--- src/rtl/uart_probe_pkg.sv ---
// uart_probe_pkg: command codes, FSM states and control-register bit positions shared by the probe.
package uart_probe_pkg;

    localparam logic [7:0] CMD_GPI_RD0 = 8'd2;
    localparam logic [7:0] CMD_GPI_RD1 = 8'd3;
    localparam logic [7:0] CMD_GPI_RD2 = 8'd4;
    localparam logic [7:0] CMD_GPI_RD3 = 8'd5;
    localparam logic [7:0] CMD_GPO_RD0 = 8'd6;
    localparam logic [7:0] CMD_GPO_RD1 = 8'd7;
    localparam logic [7:0] CMD_GPO_RD2 = 8'd8;
    localparam logic [7:0] CMD_GPO_RD3 = 8'd9;
    localparam logic [7:0] CMD_GPO_WR0 = 8'd10;
    localparam logic [7:0] CMD_GPO_WR1 = 8'd11;
    localparam logic [7:0] CMD_GPO_WR2 = 8'd12;
    localparam logic [7:0] CMD_GPO_WR3 = 8'd13;
    localparam logic [7:0] CMD_AXI_RD0 = 8'd14;
    localparam logic [7:0] CMD_AXI_RD1 = 8'd15;
    localparam logic [7:0] CMD_AXI_RD2 = 8'd16;
    localparam logic [7:0] CMD_AXI_RD3 = 8'd17;
    localparam logic [7:0] CMD_AXI_WR0 = 8'd18;
    localparam logic [7:0] CMD_AXI_WR1 = 8'd19;
    localparam logic [7:0] CMD_AXI_WR2 = 8'd20;
    localparam logic [7:0] CMD_AXI_WR3 = 8'd21;
    localparam logic [7:0] CMD_AXI_RD  = 8'd22;
    localparam logic [7:0] CMD_AXI_WR  = 8'd23;
    localparam logic [7:0] CMD_AXI_RDC = 8'd24;
    localparam logic [7:0] CMD_AXI_WRC = 8'd25;

    localparam int CTRL_AUTO_INC = 0;
    localparam int CTRL_RESP_LO  = 2;
    localparam int CTRL_RESP_HI  = 3;

    typedef enum logic [2:0] {
        ST_IDLE,
        ST_ARG,
        ST_RESP,
        ST_AR,
        ST_R,
        ST_AW_W,
        ST_B
    } state_t;

    function automatic logic in_group(input logic [7:0] c, input logic [7:0] base);
        return c >= base && c <= base + 8'd3;
    endfunction

endpackage

--- src/rtl/uart_probe.sv ---
// uart_probe: byte-command debug probe giving a UART byte stream access to GPI/GPO and
// single-byte AXI reads and writes through an internal address register.
module uart_probe
    import uart_probe_pkg::*;
(
    input  logic        clk,
    input  logic        m_aresetn,
    input  logic        rx_valid,
    input  logic [7:0]  rx_data,
    output logic        rx_ready,
    output logic        tx_valid,
    output logic [7:0]  tx_data,
    input  logic        tx_ready,
    output logic [31:0] gpo,
    input  logic [31:0] gpi,
    output logic [31:0] m_axi_araddr,
    output logic [2:0]  m_axi_arsize,
    output logic        m_axi_arvalid,
    input  logic        m_axi_arready,
    output logic [31:0] m_axi_awaddr,
    output logic [2:0]  m_axi_awsize,
    output logic        m_axi_awvalid,
    input  logic        m_axi_awready,
    output logic [31:0] m_axi_wdata,
    output logic [3:0]  m_axi_wstrb,
    output logic        m_axi_wvalid,
    input  logic        m_axi_wready,
    output logic        m_axi_bready,
    input  logic [1:0]  m_axi_bresp,
    input  logic        m_axi_bvalid,
    output logic        m_axi_rready,
    input  logic [31:0] m_axi_rdata,
    input  logic [1:0]  m_axi_rresp,
    input  logic        m_axi_rvalid
);

    state_t      state;
    logic [7:0]  cmd;
    logic [31:0] addr;
    logic        auto_inc;
    logic [1:0]  last_resp;
    logic [7:0]  wbyte;
    logic        accept;
    logic [1:0]  rx_idx;
    logic [1:0]  cmd_idx;
    logic [7:0]  ctrl_byte;
    logic [7:0]  rd_byte;
    logic        is_rd;
    logic        is_arg;
    logic        aw_done;
    logic        w_done;
    logic [31:0] addr_next;

    // Every byte-indexed group starts at a code == 2 (mod 4), so the lane is code + 2 mod 4.
    assign rx_idx    = rx_data[1:0] + 2'd2;
    assign cmd_idx   = cmd[1:0] + 2'd2;
    assign accept    = rx_valid && rx_ready;
    assign addr_next = auto_inc ? addr + 32'd1 : addr;
    assign aw_done   = !m_axi_awvalid || m_axi_awready;
    assign w_done    = !m_axi_wvalid || m_axi_wready;

    always_comb begin
        ctrl_byte = 8'd0;
        ctrl_byte[CTRL_AUTO_INC] = auto_inc;
        ctrl_byte[CTRL_RESP_HI:CTRL_RESP_LO] = last_resp;
        is_rd = in_group(rx_data, CMD_GPI_RD0) || in_group(rx_data, CMD_GPO_RD0) ||
                in_group(rx_data, CMD_AXI_RD0) || rx_data == CMD_AXI_RDC;
        is_arg = in_group(rx_data, CMD_GPO_WR0) || in_group(rx_data, CMD_AXI_WR0) ||
                 rx_data == CMD_AXI_WR || rx_data == CMD_AXI_WRC;
        rd_byte = in_group(rx_data, CMD_GPI_RD0) ? gpi[8*rx_idx +: 8] :
                  in_group(rx_data, CMD_GPO_RD0) ? gpo[8*rx_idx +: 8] :
                  in_group(rx_data, CMD_AXI_RD0) ? addr[8*rx_idx +: 8] : ctrl_byte;
    end

    assign m_axi_araddr = addr;
    assign m_axi_arsize = 3'd0;
    assign m_axi_awaddr = addr;
    assign m_axi_awsize = 3'd0;
    assign m_axi_wdata  = {4{wbyte}};
    assign m_axi_wstrb  = 4'b0001 << addr[1:0];

    always_ff @(posedge clk) begin
        if (m_aresetn) begin
            state         <= ST_IDLE;
            cmd           <= 8'd0;
            addr          <= 32'd0;
            auto_inc      <= 1'b0;
            last_resp     <= 2'd0;
            wbyte         <= 8'd0;
            gpo           <= 32'd0;
            rx_ready      <= 1'b0;
            tx_valid      <= 1'b0;
            tx_data       <= 8'd0;
            m_axi_arvalid <= 1'b0;
            m_axi_awvalid <= 1'b0;
            m_axi_wvalid  <= 1'b0;
            m_axi_bready  <= 1'b0;
            m_axi_rready  <= 1'b0;
        end else begin
            case (state)
                ST_IDLE: begin
                    rx_ready <= 1'b1;
                    if (accept) begin
                        cmd <= rx_data;
                        if (is_rd) begin
                            tx_data  <= rd_byte;
                            tx_valid <= 1'b1;
                            rx_ready <= 1'b0;
                            state    <= ST_RESP;
                        end else if (is_arg) begin
                            state <= ST_ARG;
                        end else if (rx_data == CMD_AXI_RD) begin
                            m_axi_arvalid <= 1'b1;
                            rx_ready      <= 1'b0;
                            state         <= ST_AR;
                        end
                    end
                end
                ST_ARG: begin
                    if (accept) begin
                        state <= ST_IDLE;
                        if (in_group(cmd, CMD_GPO_WR0)) gpo[8*cmd_idx +: 8] <= rx_data;
                        if (in_group(cmd, CMD_AXI_WR0)) addr[8*cmd_idx +: 8] <= rx_data;
                        if (cmd == CMD_AXI_WRC) auto_inc <= rx_data[CTRL_AUTO_INC];
                        if (cmd == CMD_AXI_WR) begin
                            wbyte         <= rx_data;
                            m_axi_awvalid <= 1'b1;
                            m_axi_wvalid  <= 1'b1;
                            rx_ready      <= 1'b0;
                            state         <= ST_AW_W;
                        end
                    end
                end
                ST_RESP: begin
                    if (tx_ready) begin
                        tx_valid <= 1'b0;
                        rx_ready <= 1'b1;
                        state    <= ST_IDLE;
                    end
                end
                ST_AR: begin
                    if (m_axi_arready) begin
                        m_axi_arvalid <= 1'b0;
                        m_axi_rready  <= 1'b1;
                        state         <= ST_R;
                    end
                end
                ST_R: begin
                    if (m_axi_rvalid) begin
                        m_axi_rready <= 1'b0;
                        last_resp    <= m_axi_rresp;
                        tx_data      <= m_axi_rdata[8*addr[1:0] +: 8];
                        tx_valid     <= 1'b1;
                        addr         <= addr_next;
                        state        <= ST_RESP;
                    end
                end
                ST_AW_W: begin
                    if (m_axi_awready) m_axi_awvalid <= 1'b0;
                    if (m_axi_wready) m_axi_wvalid <= 1'b0;
                    if (aw_done && w_done) begin
                        m_axi_bready <= 1'b1;
                        state        <= ST_B;
                    end
                end
                ST_B: begin
                    if (m_axi_bvalid) begin
                        m_axi_bready <= 1'b0;
                        last_resp    <= m_axi_bresp;
                        addr         <= addr_next;
                        rx_ready     <= 1'b1;
                        state        <= ST_IDLE;
                    end
                end
                default: state <= ST_IDLE;
            endcase
        end
    end

endmodule

--- config.mk ---
export PLATFORM = sky130hd
export DESIGN_NAME = uart_probe
export DESIGN_NICKNAME = d
export VERILOG_FILES = /design/src/rtl/uart_probe_pkg.sv /design/src/rtl/uart_probe.sv
export SDC_FILE = /design/constraint.sdc
export NUM_CORES = 1
export LEC_CHECK = 0
export ABC_AREA = 1
export CAP_MARGIN = 10
export CORE_UTILIZATION = 35
export CTS_CLUSTER_SIZE = 40
export DETAILED_ROUTE_END_ITERATION = 16
export PLACE_DENSITY = 0.75
export SLEW_MARGIN = 40
export SYNTH_ARGS = -nofsm -noshare
export SYNTH_HDL_FRONTEND = slang
export SYNTH_SLANG_ARGS = --single-unit
--- constraint.sdc ---
create_clock -name clk -period 3.9 [get_ports clk]
set_input_delay 0.78 -clock clk [delete_from_list [all_inputs] [get_ports clk]]
set_output_delay 0.78 -clock clk [all_outputs]
set_load 0.01 [all_outputs]
---- After elaboration in Yosys (flattened, before gate mapping) ----
Cells that the tools add are included.
W data, S select, Z words.
word-level totals
  logic and storage cells ................. 174
  output and inout port bits .............. 153
  flip-flop bits (word level) ............. 101
  bits of input ports ..................... 85
cells by class
  $lt $le $gt $ge ......................... 14
  reduce and logical (&&, ||, !) cells .... 44
  equality and inequality tests ........... 28
  shift operators ......................... 7
  multiplexer cells ....................... 62
  add/sub/neg operators ................... 4
operators by type and width
  cell                       number
  $mux W32                   5
  $shiftx A32 B6 Y8          4
  $pmux W32 S3               1
  $bwmux W32                 2
  $eq A8 B5 Y1 const B       6
  $mux W8                    6
  $neg A5 Y34                1
  $shift A8 B34 Y32 const A  1
  $shiftx A8 B34 Y32         1
  $mux W3                    11
  $add A32 B1 Y32 const B    1
  $ne A2 B2 Y1 const B       15
  $mux W1                    25
  $ge A8 B4 Y1 const B       3
  $le A8 B4 Y1 const B       3
  $le A8 B5 Y1 const B       3
  $pmux W3 S7                1
  $reduce_and A3 Y1          6
  $ge A8 B5 Y1 const B       2
  $pmux W8 S2                1
  $reduce_and A5 Y1          3
  $reduce_and A4 Y1          3
  $reduce_bool A2 Y1         6
  $pmux W1 S2                5
  22 further kinds           44

---- Logic depth before layout (Yosys ltp) ----
Gate-level depths: netlist of run 1.
  depth after elaboration ................. 9
  depth in mapped cells ................... 14
  depth with buffers taken out ............ 13

---- Least setup slack after synthesis of run 1 ----
No wires, ideal clock.
  path kind ............................... register -> output
  from .................................... reg addr[0] (netlist: m_axi_araddr[0])
  to ...................................... out m_axi_wstrb[0]
  slack ................................... 1722 ps
  buffers on the path ..................... 2
  arrival time ............................ 1398 ps
  data required time ...................... 3120 ps
  cell stages (with the launch flop) ...... 5
  cells stage by stage .................... dfxtp_1 clkbuf_1 clkinv_1 clkbuf_1 ha_1
between the ends
  word-level cells in the longest chain between the ends .. 1
RTL lines
  what                               line               source
  from (decl)                        uart_probe.sv:39   logic [31:0] addr;
  from (signal, indexed assignment)  uart_probe.sv:123  if (in_group(cmd, CMD_AXI_WR0)) addr[8*cmd_idx +: 8] <= rx_data;
  from (signal assigned)             uart_probe.sv:154  addr <= addr_next;
  from (signal assigned)             uart_probe.sv:170  addr <= addr_next;
  $shl A1 B2 Y4                      uart_probe.sv:80   assign m_axi_wstrb = 4'b0001 << addr[1:0];
  to (decl)                          uart_probe.sv:25   output logic [3:0] m_axi_wstrb,
Every way passes these cells.

---- Worst setup path in the final report of run 1 ----
  from .................................... in rx_data[1]
  to ...................................... reg tx_data[2]
between the ends
  word-level cells in the longest chain between the ends .. 8
RTL lines
  what                                                      line                                    source
  from (decl)                                               uart_probe.sv:9                         input logic [7:0] rx_data,
  $add A2 B2 Y2 (tied with other cells)                     uart_probe.sv:55                        assign rx_idx = rx_data[1:0] + 2'd2;
  $shiftx A32 B6 Y8 or $logic_and A1 B1 Y1 (tied branches)  uart_probe.sv:72, uart_probe_pkg.sv:44
  $mux W8                                                   uart_probe.sv:72                        in_group(rx_data, CMD_AXI_RD0) ? addr[8*rx_idx +: 8] : ctrl_byte;
  $mux W8                                                   uart_probe.sv:71                        in_group(rx_data, CMD_GPO_RD0) ? gpo[8*rx_idx +: 8] :
  $mux W8                                                   uart_probe.sv:70                        rd_byte = in_group(rx_data, CMD_GPI_RD0) ? gpi[8*rx_idx +: 8] :
  $mux W8                                                   uart_probe.sv:105                       if (is_rd) begin
  $mux W8                                                   uart_probe.sv:103                       if (accept) begin
  $pmux W8 S2                                               uart_probe.sv:100                       case (state)
  to (signal assigned)                                      uart_probe.sv:106                       tx_data <= rd_byte;
  to (signal assigned)                                      uart_probe.sv:152                       tx_data <= m_axi_rdata[8*addr[1:0] +: 8];
  to (decl)                                                 uart_probe.sv:12                        output logic [7:0] tx_data,
Parallel ways exist; a longest one is shown, timed or not. The select of a mux whose other input is x is not followed.
A chain may end at the register's enable or synchronous reset.

==> results of run 1 <==
## placed cells by master (no fill, tap or decap), drive strengths merged, types with 5 or more instances in the layout
master,count
clkdlybuf4s50,231
o21ai,86
a21oi,86
inv,124
nor2,156
o22ai,13
xor2,11
conb,6
buf,14
nand4,23
clkbuf,10
nor3,29
o211a,10
nand2,335
dfxtp,101
ha,11
nand3,80
clkinv,5
## cell usage after synthesis (11+ instances only)
cell type	number	area share
clkbuf_1	22	0.011
nand4_1	22	0.019
o21ai_0	84	0.057
buf_4	65	0.066
xor2_1	11	0.013
dfxtp_1	101	0.28
a21oi_1	85	0.058
nor2_1	148	0.076
buf_2	14	0.0095
nand3_1	73	0.050
o22ai_1	12	0.010
nand2_1	333	0.17
nor3_1	28	0.019
ha_1	11	0.019
inv_1	117	0.060
## routing by layer
metal  track usage  part of all wire
met3        0.0516              0.11
met2         0.412              0.45
met4         0.115             0.041
met1         0.340              0.40
met5             0                 0
## report_power, final
part	leakage [nW]	internal (mW)	switching [mW]	total, mW
combinational	2.97	0.377	0.742	1.12
clock	0.150	0.510	0.461	0.972
sequential	0.816	1.10	0.0631	1.16
## sequential cells by signal, summed over array words and instances (netlist names)
signal         flops
tx_valid           1
m_axi_arvalid      1
state              3
m_axi_bready       1
last_resp          2
m_axi_wvalid       1
wbyte              8
tx_data            8
gpo               32
m_axi_rready       1
cmd                8
auto_inc           1
rx_ready           1
m_axi_awvalid      1
m_axi_araddr      32
## layout make-up
| class | count | share of cell area |
|---|---|---|
| tap | 270 | 0.0347 |
| timing repair buffer | 245 | 0.248 |
| clock buffer | 10 | 0.0235 |
| sequential | 101 | 0.208 |
| clock inverter | 6 | 0.00784 |
| multi-input combinational | 875 | 0.430 |
| inverter | 124 | 0.0482 |
## critical path, delay by kind of cell
| family | cells | cell delay [ns] |
|---|---|---|
| simple gates | 4 | 0.64 |
| compound gates | 3 | 0.48 |
| buf+inv | 3 | 1.36 |
## cells by family (layout without fill, tap and decap cells)
kind of cell | Yosys count | count (layout) | share of synthesized area
fa+ha+maj | 11 | 11 | 0.0187
compound gates | 216 | 216 | 0.167
other cells | 1 | 6 | 0.000510
flops | 101 | 101 | 0.275
buf+inv | 230 | 385 | 0.158
simple gates | 631 | 631 | 0.367
xor+xnor | 11 | 11 | 0.0131
## worst min path at each step
stage | endpoint
after floorplan | cmd[7]
after global placement | cmd[7]
after detailed placement | cmd[7]
after CTS | cmd[7]
after global routing | cmd[6]
final | cmd[6]
## stage by stage
| step | utilization | area, µm² | setup slack (ns) | power (mW) | hold WS, ns |
|---|---|---|---|---|---|
| after CTS | 0.476 | 9730 | 0.956 | 3.23 | 0.459 |
| after floorplan | - | 7360 | 1.72 | 1.89 | 0.429 |
| after detailed placement | 0.461 | 9430 | 0.564 | 2.27 | 0.449 |
| after global placement | 0.461 | 9420 | 0.678 | 2.26 | 0.441 |
| after global routing | 0.477 | 9740 | 0.714 | 3.41 | 0.481 |
| final | 0.477 | 9740 | 0.915 | 3.25 | 0.459 |
==> metrics.md, run 1 <==
| Metric | Value |
|---|---|
| Status | `finished clean` |
| Chip height | `~150 µm` |
| Hold buffer count at CTS | `0` |
| Crit. End Element | `register` |
| Sink Count | `just over 100` |
| TritonRoute pass-1 iters | `8` |
| Unique masters post-synth | `49` |
| Synth Flop Type | `dfxtp_1` |
| Largest net degree at the start of global routing | `64` |
| Starting density of the core | `0.360` |
| Wire length per cell | `approximately 17 µm` |
| TritonCTS clock tree | `done` |
| Filler cells | `2,106` |
| CP startpoint kind | `input port` |
| Yosys reg bits | `101` |
| Post-route DRC | `0` |
| Vias in the first global route | `7,838` |
| Maximum vdd drop | `211 µV` |
| Die area | `21,600 µm²` |
| Vias | `around 8,700` |
| Cts repair resizes | `0` |
| R2r endpoint | `m_axi_araddr[1]` |
| Non-filler cells, final | `around 1,600` |
| Final nets | `roughly 1,500` |
| Die W | `between 100 and 150 µm` |
| Via density per instance | `5.34` |
| Leak | `3.94 nW` |
| Core Rows | `52` |
| Seq/Total Area, Yosys | `0.275` |
| DRT iter0 DRCs | `about 1,000` |
| Clk buf depth | `2` |
| Setup tns final | `0 ns` |
| Initial antenna violation count | `0` |
| Worst slew pin tran | `around 0.75 ns` |
| Critical-path cell list | `clkdlybuf4s50_1 -> inv_2 -> nand2_1 -> inv_1 -> a22oi_1 -> nand3_1 -> a21oi_1 -> nand2_1 -> a21oi_1 -> nor2_1` |
| Slowest CP cell | `clkdlybuf4s50_1` |
| RD Place Congestion | `1.02` |
| Setup violations, final | `0` |
| Worst clock skew | `between 0.008 and 0.009 ns` |
| Hold Violations, Final | `0` |
| Critical path launch point | `rx_data[1]` |
| Crit share post-route | `0.765` |
| Hold crit path type | `reg2reg` |
| IO Pins | `around 240` |
| GRT Total Usage | `0.260` |
| Tmin final | `just under 3 ns` |
| Post-CTS Setup Inserts | `0` |
| CP max FO | `14` |
| First-pass GRT wire length | `43.4 mm` |
| Clk Latency, worst-skew pair | `~0.37 ns` |
| Port Buffers | `roughly 230` |
| CP endpoint | `tx_data[2]` |
| Antenna diodes | `0` |
| P&R area growth vs syn | `32.5%` |
| H-tree depth | `3` |
| Fin. max-slew vios | `0` |
| Layout cell share with drive strength beyond 1 | `0.0434` |
| Worst-path clk slew | `around 0.07 ns` |
| WP data arrival | `between 3 and 4 ns` |
| Root Driver | `clkbuf_16` |
| RR Startpoint | `state[2]` |
| Post-Syn Area | `approximately 7300 µm²` |
| Slew HR | `0.499` |
| TritonCTS buffer count | `9` |
| Max Clock Freq | `about 0.34 GHz` |
| CP max stage delay | `between 0.7 and 0.8 ns` |
| R2R Setup Slk | `around 1.3 ns` |
| Asr flop ratio synth | `0` |
| DRT Wirelength | `approximately 28 mm` |
| Mapped Avg Cell Area | `just over 6 µm²` |
| Placed Cells | `roughly 1,600` |
| Core Area | `between 20,000 and 25,000 µm²` |
| Power per cell area | `between 300 and 400 nW/µm²` |
| R2R cell count | `8` |
| Register Area | `2020 µm²` |
| Dpl hpwl | `between 20 and 25 mm` |
| Hold depth | `2` |
| Unrepaired setup endpoints after global routing | `false` |
| Multi-input gate area | `4180 µm²` |
| Yosys warning total | `0` |
| Mapped Cells | `roughly 1,200` |
| Number of synthesized flops with an enable pin | `0` |
| Crit Path Category | `in2reg` |
| Final ANT Viol Nets | `0` |
| Gr ovfl total | `0` |
| Hold Startpoint | `cmd[6]` |
| MaxCap Viol Count | `0` |
| Required time worst endpoint | `between 4 and 5 ns` |
Power figures use the tool's default switching activity.
==> inputs of run 2 (changes only) <==
PLACE_DENSITY = 0.77   (was 0.75)
clock period = 2.69 ns   (was 3.9 ns; I/O delays follow)
==> run 2 against run 1 <==
Net effect:
- count of clock-buffer cells in the layout fell by 1
- register-to-register slack got worse by 0.94 ns
- combinational power rose by 54%
- via count rose by 1.5%
- sequential power rose by 45%
- non-clock buffer count rose by 35
- die area did not move
==> metrics.md, run 2 (synthesis gave the netlist of run 1 again) <==
| Metric | Value |
|---|---|
| Commonest non-fill, non-tap cell in the layout | `nand2_1` |
| Power per cell area | `471 nW/µm² (+41%)` |
| Status | `finished clean` |
| Dpl hpwl | `23.3 mm (+5.5%)` |
| TritonCTS clock tree | `done` |
| Tmin final | `approximately 2.5 ns` |
| Leak | `4.10 nW (+4.1%)` |
| Core Util, Final | `0.488 (+0.0118)` |
| Cts repair resizes | `0 (unchanged)` |
| Worst slew pin tran | `0.594 ns (-0.151 ns)` |
| IO Pins | `238 (unchanged)` |
| Layout cell share with drive strength beyond 1 | `0.0666 (+0.0233)` |
| Final nets | `1,487 (+2.4%)` |
| DRT iter0 DRCs | `986 (-3.3%)` |
| Most crowded layer after global routing | `met2` |
| Hold Violations, Final | `0 (unchanged)` |
| Non-filler cells, final | `1,667 (+2.2%)` |
| Clk Latency, worst-skew pair | `0.37 ns (about the same)` |
| GRT Total Usage | `0.269 (+0.00938)` |
| Slew HR | `0.601 (+0.102)` |
| Setup violations, final | `0 (unchanged)` |
| M1 GR Usage | `0.349 (+0.00825)` |
| P&R area growth vs syn | `35.8%` |
| Total Power | `4.70 mW (+45%)` |
| Max Clock Freq | `a little over 0.4 GHz` |
| Vias | `8,849 (+1.5%)` |
| Unrepaired setup endpoints after global routing | `false` |
| Setup tns final | `0 ns (unchanged)` |
| DRT Wirelength | `29.6 mm (+4.0%)` |
| Core Area | `20,400 µm² (unchanged)` |
| Required time worst endpoint | `2.15 ns (-2.01 ns)` |
| Commonest cells after routing, fill and taps aside | `333 x nand2_1, 231 x clkdlybuf4s50_1, 148 x nor2_1` |
| Initial antenna violation count | `0 (unchanged)` |
| Final ANT Viol Nets | `0 (unchanged)` |
| Met3 Resource Use GR | `0.0444 (-0.00714)` |
| H-tree depth | `3 (unchanged)` |
| WP data arrival | `1.93 ns (-1.32 ns)` |
| Via density per instance | `5.31 (-0.64%)` |
| Crit Path Category | `reg2out` |
| Vias in the first global route | `8,105 (+3.4%)` |
| Met2 GRT Util | `0.434 (+0.0213)` |
| Post-route DRC | `0 (unchanged)` |
| Gr ovfl total | `0 (unchanged)` |
| Hold crit path type | `reg2reg` |
| Chip height | `147 µm (unchanged)` |
| Post-CTS Setup Inserts | `0 (unchanged)` |
| Port Buffers | `231 (unchanged)` |
| Final hold slack | `0.452 ns (-0.00672 ns)` |
| First-pass GRT wire length | `44.8 mm (+3.3%)` |
| CP max FO | `23 (+9)` |
| Die area | `21,600 µm² (unchanged)` |
| Hold buffer count at CTS | `0 (unchanged)` |
| Worst-path clk slew | `0.08 ns (about the same)` |
| Wire length per cell | `17.8 µm (+1.8%)` |
| Crit. End Element | `output pin` |
| Largest net degree at the start of global routing | `40 (-38%)` |
| Core Rows | `52 (unchanged)` |
| Placed Cells | `1,650 (+2.2%)` |
| Die W | `147 µm (unchanged)` |
| Sink Count | `101 (unchanged)` |
| Maximum vdd drop | `322 µV (+53%)` |
| Fin. max-slew vios | `0 (unchanged)` |
| TritonCTS buffer count | `9 (unchanged)` |
| Worst clock skew | `0.00762 ns (-0.000661 ns)` |
| Crit share post-route | `0.917` |
| Starting density of the core | `0.360 (unchanged)` |
| RD Place Congestion | `0.979 (-4.5%)` |
| Root Driver | `clkbuf_16` |
| CP startpoint kind | `register` |
| Clk buf depth | `2 (unchanged)` |
| TritonRoute pass-1 iters | `6 (-2)` |
| MaxCap Viol Count | `0 (unchanged)` |
## run 2: changes by cell type in the layout (fill, tap and decap cells not counted), sizes merged
cell	previous run	this run
clkinvlp	0	2
buf	14	49
diode	0	1
inv	124	122
bufinv	1	0
clkbuf	10	9
clkinv	5	7
## run 2: stage by stage
stage,setup WS (ns),cell area [µm²]
after floorplan,0.635,7360
after global placement,0.134,9700
after detailed placement,0.0886,9700
after CTS,0.237,9970
after global routing,0.191,9970
final,0.223,9980
## run 2: layout make-up
type                       instances  area, µm²
inverter                         124        467
tap                              270        338
antenna                            1       2.50
multi-input combinational        875       4180
sequential                       101       2020
clock buffer                       9        225
fill                            2111      10500
clock inverter                     7       51.3
timing repair buffer             280       2690
## run 2: layer usage
layer	share of wire	vias up
li1	-	4219
met1	0.40	4060
met2	0.45	482
met3	0.099	88
met4	0.046	0
met5	0	-
## run 2: worst paths after layout
kind	startpoint	end	slack [ns]	cells after the start
worst max register to register	cmd[0]	gpo[15]	0.39	11
worst min register to register	cmd[7]	cmd[7]	0.45	2
worst max-delay path	m_axi_araddr[0]	m_axi_wstrb[2]	0.22	4
worst min-delay path	cmd[7]	cmd[7]	0.45	2
## run 2: critical path, cell delays in order (launching register included)
cell,delay [ns]
dfxtp_1,0.34
buf_4,0.26
clkinv_1,0.22
ha_1,0.24
clkdlybuf4s50_1,0.50
## run 2: report_power, final
group          leakage [nW]  total (mW)  switching, mW  internal, mW
Sequential            0.816        1.68         0.0965          1.59
Clock                 0.132        1.29          0.656         0.632
Combinational          3.16        1.73           1.09         0.633
